<file path="config.mk">
export PLATFORM = sky130hd
export DESIGN_NAME = dual_bin2bcd_converter
export DESIGN_NICKNAME = d
export VERILOG_FILES = /design/src/rtl/display_pkg.sv /design/src/rtl/bcd_dabble_step.sv /design/src/rtl/dual_bin2bcd_converter.sv
export SDC_FILE = /design/constraint.sdc
export NUM_CORES = 1
export LEC_CHECK = 0
export BUFFER_PORTS_ARGS = -buffer_cell sky130_fd_sc_hd__buf_2
export CAP_MARGIN = 20
export CORE_ASPECT_RATIO = 1.5
export CORE_MARGIN = 1.5
export CORE_UTILIZATION = 25
export CTS_CLUSTER_DIAMETER = 200
export DETAILED_ROUTE_END_ITERATION = 16
export PLACE_DENSITY = 0.48
export SLEW_MARGIN = 25
export SYNTH_ARGS = -nofsm -noshare
export SYNTH_HDL_FRONTEND = slang
export SYNTH_SLANG_ARGS = --single-unit
export TNS_END_PERCENT = 100
</file>
<file path="constraint.sdc">
create_clock -name clk -period 1.26 [get_ports clk]
set_input_delay 0.063 -clock clk [delete_from_list [all_inputs] [get_ports clk]]
set_output_delay 0.063 -clock clk [all_outputs]
set_load 0.01 [all_outputs]
</file>
<file path="src/rtl/display_pkg.sv">
// Shared definitions for the BCD converter and the 8-digit display controller.
package display_pkg;

    localparam int unsigned NDIG        = 4;
    localparam int unsigned BCD_W       = 4 * NDIG;
    localparam int unsigned BIN_W_MAX   = 14;
    localparam int unsigned BIN_MAX_DEC = 9999;
    localparam logic [BCD_W-1:0] BCD_MAX = 16'h9999;

    typedef enum logic [1:0] {
        LOAD,
        SHIFT,
        STORE
    } fsm_state_t;

endpackage

</file>
<file path="src/rtl/bcd_dabble_step.sv">
// One double-dabble iteration: add 3 to every nibble >= 5, then shift in msb.
// Ports:
//   bcd      in   16  current packed BCD accumulator
//   msb      in   1   next binary bit shifted into the accumulator LSB
//   bcd_next out  16  accumulator after adjust-and-shift (combinational)
module bcd_dabble_step
    import display_pkg::*;
(
    input  logic [BCD_W-1:0] bcd,
    input  logic             msb,
    output logic [BCD_W-1:0] bcd_next
);

    logic [BCD_W-1:0] adj;

    // Per-nibble correction so that a nibble >= 5 carries into the next digit after the shift.
    always_comb begin
        adj = bcd;
        for (int i = 0; i < int'(NDIG); i++) begin
            if (bcd[4*i +: 4] >= 4'd5) begin
                adj[4*i +: 4] = bcd[4*i +: 4] + 4'd3;
            end
        end
    end

    assign bcd_next = {adj[BCD_W-2:0], msb};

endmodule

</file>
<file path="src/rtl/dual_bin2bcd_converter.sv">
// Alternately converts two binary values to 4-digit packed BCD for the display.
// Ports:
//   clk       in   1      system clock
//   rst       in   1      synchronous active-high reset
//   bin_A     in   BIN_W  channel A binary value (display digits 3..0)
//   bin_B     in   BIN_W  channel B binary value (display digits 7..4)
//   hold      in   1      1 = do not publish at STORE; conversions keep running
//   digits_A  out  16     published BCD for A, [15:12] most significant digit
//   digits_B  out  16     published BCD for B
//   ovf_A     out  1      last published A exceeded 9999 (digits saturated)
//   ovf_B     out  1      last published B exceeded 9999
//   upd_A     out  1      one-cycle pulse when digits_A/ovf_A were written
//   upd_B     out  1      one-cycle pulse when digits_B/ovf_B were written
module dual_bin2bcd_converter
    import display_pkg::*;
#(
    parameter int unsigned BIN_W = 14
) (
    input  logic             clk,
    input  logic             rst,
    input  logic [BIN_W-1:0] bin_A,
    input  logic [BIN_W-1:0] bin_B,
    input  logic             hold,
    output logic [BCD_W-1:0] digits_A,
    output logic [BCD_W-1:0] digits_B,
    output logic             ovf_A,
    output logic             ovf_B,
    output logic             upd_A,
    output logic             upd_B
);

    localparam int unsigned CNT_W = 4;
    localparam logic [CNT_W-1:0] LAST_SHIFT = CNT_W'(BIN_W - 1);
    localparam logic [BIN_W_MAX-1:0] DEC_LIMIT = BIN_W_MAX'(BIN_MAX_DEC);

    fsm_state_t       state;
    logic             sel_b;
    logic [CNT_W-1:0] cnt;
    logic [BIN_W-1:0] bin_sr;
    logic [BCD_W-1:0] bcd;
    logic [BCD_W-1:0] bcd_next;
    logic             ovf_pend;

    logic [BIN_W-1:0]     bin_sel_c;
    logic [BIN_W_MAX-1:0] bin_ext_c;

    // Channel mux; the value is zero-extended before the overflow compare.
    assign bin_sel_c = sel_b ? bin_B : bin_A;
    assign bin_ext_c = BIN_W_MAX'(bin_sel_c);

    bcd_dabble_step u_step (
        .bcd      (bcd),
        .msb      (bin_sr[BIN_W-1]),
        .bcd_next (bcd_next)
    );

    // Sequencer: LOAD -> SHIFT x BIN_W -> STORE, alternating channels.
    always_ff @(posedge clk) begin
        if (rst) begin
            state    <= LOAD;
            sel_b    <= 1'b0;
            cnt      <= '0;
            bin_sr   <= '0;
            bcd      <= '0;
            ovf_pend <= 1'b0;
            digits_A <= '0;
            digits_B <= '0;
            ovf_A    <= 1'b0;
            ovf_B    <= 1'b0;
            upd_A    <= 1'b0;
            upd_B    <= 1'b0;
        end else begin
            upd_A <= 1'b0;
            upd_B <= 1'b0;
            case (state)
                LOAD: begin
                    bin_sr   <= bin_sel_c;
                    bcd      <= '0;
                    cnt      <= '0;
                    ovf_pend <= (bin_ext_c > DEC_LIMIT);
                    state    <= SHIFT;
                end
                SHIFT: begin
                    bcd    <= bcd_next;
                    bin_sr <= bin_sr << 1;
                    cnt    <= cnt + CNT_W'(1);
                    if (cnt == LAST_SHIFT) begin
                        state <= STORE;
                    end
                end
                STORE: begin
                    // Publish whole results only; saturate above 9999.
                    if (!hold) begin
                        if (sel_b) begin
                            digits_B <= ovf_pend ? BCD_MAX : bcd;
                            ovf_B    <= ovf_pend;
                            upd_B    <= 1'b1;
                        end else begin
                            digits_A <= ovf_pend ? BCD_MAX : bcd;
                            ovf_A    <= ovf_pend;
                            upd_A    <= 1'b1;
                        end
                    end
                    sel_b <= ~sel_b;
                    state <= LOAD;
                end
                default: begin
                    state <= LOAD;
                end
            endcase
        end
    end

endmodule

</file>
==> key figures <==
Clock tree
  – Master cell of the clock root buffer: sky130_fd_sc_hd__clkbuf_16
  – Longest Clk Path Bufs: 2
  – Skew-Pair Late Insertion Delay: 0.34 ns
  – Clock sink count: 74
  – CTS Buf Count: 9
  – Hold_buf cts: 0
  – Clk pin slew, worst setup/hold paths: 0.06 ns
  – Maximum level of the CTS H-tree: 3
  – Clock tree from TritonCTS: done

Timing
  – Worst max-slew margin expressed relative to the limit: 69.91%
  – Final WS setup: -0.05881 ns
  – Measured slew at the worst slew-check pin: 0.4513 ns
  – Max-slew violation count: 0
  – Setup Skew: 0.008055 ns
  – RSZ-0062 raised after global routing: true
  – Number of hold-slack violations in the final timing report: 0
  – Number of setup violations in the final report: 21
  – Maximum clock frequency: 758.3 MHz
  – Final-layout setup total negative slack: -0.3953 ns
  – Min Tclk post-route: 1.319 ns
  – Period Utilization, post-route: 104.7%

Critical path
  – Reg-to-reg setup timing slack: -0.06 ns
  – Crit path max fanout: 7
  – Endpoint of the lowest-slack register-to-register path: digits_A[7]
  – Largest delay contributor family on the critical path: simple AND/OR/NAND/NOR gates
  – Required time of the worst setup path: 1.50 ns
  – Worst-path cell chain: nor2b_4 > nor3b_4 > buf_6 > nor2_1 > a211oi_1
  – Data arrival time at the worst-slack endpoint: 1.56 ns
  – Reg-to-reg startpoint: state[1]
  – Critical path launch point type: flip-flop
  – Critical Path End Type: flip-flop
  – Critical path type: flip-flop to flip-flop
  – Worst reg-to-reg path cell count: 5
  – End point of the critical path: digits_A[7]
  – Longest individual stage delay on the worst path: approximately 0.36 ns
  – Buffers plus inverters on the worst setup path: 1
  – Crit. Startpoint: state[1]
  – Critical Path Slowest Stage Cell: sky130_fd_sc_hd__dfxtp_2
  – Critical Path Stages: 5

Synth
  – Net Count, Synth: 435
  – Number of register bits inferred by synthesis: 74
  – Warnings from Yosys: 0
  – FFs w/ async S/R, synth: 0%
  – Xor/xnor cell area share of the yosys netlist: 2.093%
  – Largest family of logic cells by synthesized area: simple AND/OR/NAND/NOR gates
  – Library cell with the largest summed area after synthesis: sky130_fd_sc_hd__dfxtp_1
  – Share of the yosys chip area belonging to registers: 44.25%
  – Cell area after synthesis: roughly 3300 µm²
  – Adder-cell area share of the yosys netlist: 3.737%
  – Share of the synthesized area in compound gates (AO/OA/AOI/OAI): 15.70%
  – Post-synthesis share of cell area spent on and, or, nand and nor gates: between 20% and 30%
  – Dominant cells by area after synthesis: sky130_fd_sc_hd__dfxtp_1 44%, sky130_fd_sc_hd__mux2i_1 9.3%, sky130_fd_sc_hd__nand2_1 6.3%
  – Synthesized area divided by synthesized cell count: 8.498 µm²
  – Share of the synthesized area in the top cell type: 44.25%
  – Count of unique library cells instantiated by Yosys: 33
  – Number of enable-type register cells in the synthesized netlist: 0
  – Most instantiated flip-flop cell in the synthesis netlist: sky130_fd_sc_hd__dfxtp_1
  – Gate count after technology mapping: 394
  – Mux share of post-synthesis cell area: about 9.3%

Detailed routing
  – First-iteration detailed-routing DRC count: 66
  – Total DRC errors in the routed layout: 0
  – Number of iterations in the first detailed-routing pass: 4
  – Post-detailed-route via-to-cell ratio: 4.623
  – Via total after detailed routing: 3130
  – Post-DR wirelength/cell: between 10 and 15 µm
  – Detailed-route wire length: 9840 µm
  – Antenna viol nets, final: 0

Placed design
  – Cell Area, Placed: between 4000 and 5000 µm²
  – Total of buffers placed on input and output ports: 66
  – Final GP Congestion: 0.7590
  – Placed wire-length estimate after detailed placement: between 6000 and 7000 µm

Layout
  – Area of the multi-input gates: 2062 µm²
  – Number of filler instances in the final layout: about 1300
  – Number of antenna diodes: 0
  – Fraction of layout instances using a drive strength above 1: 43.24%
  – Area added between synthesis and finish: 52.50%
  – Post-layout net count: 554
  – Final Instance Area: 5106 µm²
  – Area occupied by registers: roughly 1500 µm²

Global routing
  – Met3 Use GR: 3.698%
  – GR Layer Usage met1: 15.33%
  – GRT Total Usage: 14.00%
  – Met2 Resource Use GR: ~25%
  – Total gr overflow: 0
  – Vias in the first global route: 3091
  – First-pass GRT wire length: 15500 µm
  – Number of antenna violations at the first check in global routing: 0
  – Largest net degree at the start of global routing: 38
  – Most Used Layer, Global Route: met2

Hold path
  – Path category of the worst min-delay check: primary input to flip-flop
  – Hold-critical path depth: 2

Floorplanning
  – Rows: 51
  – Die width: 97.49 µm
  – Height of the die: 144.7 µm
  – IO Count: 67
  – Initial cell density of the core: 25.72%
  – Area of the placeable core: ~13000 µm²
  – Die area: 14110 µm²

Pwr
  – Power per cell area: between 900 and 1000 nW/µm²
  – PnR Total Power: 5.041 mW
  – Leakage power of the design: 2.035 nW
  – Worst IR drop on VDD: approximately 0.56 mV

Outcome
  – Violations in the final reports: negative setup slack
  – Run status: complete, but fails checks

Job
  – Number of max-cap violations: 0
==> power by group <==
group	total (mW)	internal [mW]	leakage (nW)	switching (mW)
combinational	0.313	0.138	1.29	0.175
sequential	2.39	2.36	0.606	0.0247
clock	2.34	1.38	0.133	0.963
==> per-stage QoR <==
stage / hold slack [ns] / setup WS [ns] / utilization, % / std cells
finish: 0.02953 / -0.05881 / 39.23 / 677
global route: 0.03246 / -0.1082 / 39.23 / 677
CTS: 0.02408 / -0.07971 / 37.33 / 670
detailed placement: 0.3745 / -0.1648 / 32.28 / 639
global placement: 0.3759 / -0.1608 / 32.28 / 639
floorplan: 0.2793 / -0.009965 / - / 394
==> cells by family (layout without fill, tap and decap cells) <==
family	Yosys count	count (layout)
xor gates and xnor gates	8	8
muxes	31	31
DFF	74	74
adders and majority gates	10	10
buffers and inverters	35	159
and+or+nand+nor	150	150
AOI/OAI and AO/OA	86	86
==> per-layer routing <==
metal  share of wire (%)  routed length (µm)  up-vias
met4                 2.5                 247        0
met1                  41                4067     1457
met2                  52                5134       74
li1                    -                   -     1581
met5                   0                   0        -
met3                 4.0                 392       18
==> final cells by class <==
| cell class | count | share of cell area (%) |
|---|---|---|
| timing repair buffer | 134 | 20.14 |
| tap | 159 | 3.896 |
| clock buffer | 13 | 4.901 |
| clock inverter | 3 | 0.2940 |
| inverter | 9 | 0.8086 |
| multi-input combinational | 285 | 40.38 |
| sequential | 74 | 29.58 |
==> flip-flops by register name, indices dropped and copies added (netlist names) <==
| register | flops |
|---|---|
| bcd | 16 |
| digits_A | 16 |
| digits_B | 16 |
| bin_sr | 14 |
| cnt | 4 |
| state | 2 |
| ovf_A | 1 |
| ovf_B | 1 |
| ovf_pend | 1 |
| sel_b | 1 |
| upd_A | 1 |
| upd_B | 1 |
==> worst register-to-register path, delay by kind of cell, from the launching register on <==
family	cells	cell delay [ns]
AND/OR/NAND/NOR	3	0.51
buffers and inverters	1	0.20
AO/OA/AOI/OAI	1	0.17
flip-flops	1	0.36
==> layout by cell type, fill, tap and decap left out, types with 4 or more instances in the layout <==
master and n:
sky130_fd_sc_hd__inv_2 5, sky130_fd_sc_hd__a211oi_2 7, sky130_fd_sc_hd__clkbuf_16 10, sky130_fd_sc_hd__o21ai_0 8
sky130_fd_sc_hd__mux2i_2 4, sky130_fd_sc_hd__nand2b_4 5, sky130_fd_sc_hd__buf_12 7, sky130_fd_sc_hd__a21oi_2 7
sky130_fd_sc_hd__dfxtp_4 6, sky130_fd_sc_hd__buf_2 66, sky130_fd_sc_hd__dfxtp_2 5, sky130_fd_sc_hd__nand2_2 4
sky130_fd_sc_hd__mux2i_1 25, sky130_fd_sc_hd__buf_6 8, sky130_fd_sc_hd__nor2_2 4, sky130_fd_sc_hd__buf_4 49
sky130_fd_sc_hd__o21ai_1 12, sky130_fd_sc_hd__nand2_1 52, sky130_fd_sc_hd__dfxtp_1 63, sky130_fd_sc_hd__a211oi_1 11
sky130_fd_sc_hd__a22o_1 8, sky130_fd_sc_hd__a21oi_1 26, sky130_fd_sc_hd__nand3_1 8, sky130_fd_sc_hd__nor2b_1 6
sky130_fd_sc_hd__ha_4 8, sky130_fd_sc_hd__a21oi_4 4, sky130_fd_sc_hd__nor2_1 49
==> cell usage after synthesis, drive strengths merged, types with 3 or more instances <==
library cell   n
nor2b          8
xnor2          5
o21ai         21
nor3           3
or3            3
dfxtp         74
a211oi        18
nor3b          5
ha            10
a22o           8
nand2         56
mux2i         31
nand3          8
clkbuf        11
a21oi         37
inv            9
xor2           3
nand2b         5
nor2          54
buf           15
==> how the worst min path moves through the flow <==
stage / start / endpoint / slack, ns
after floorplan: hold / digits_A[0] / 0.28
after global placement: rst / bcd[4] / 0.38
after detailed placement: rst / bcd[4] / 0.37
after CTS: rst / bcd[4] / 0.02
after global routing: rst / bcd[4] / 0.03
final: rst / bcd[4] / 0.03
==> timing repair <==
item,in CTS,in global routing
resized for setup,56,62
setup endpoints to repair,37,62
gates cloned,4,1
pin swaps,13,35
buffers inserted,11,10
hold endpoints to repair,0,0
Power figures use the tool's default switching activity.
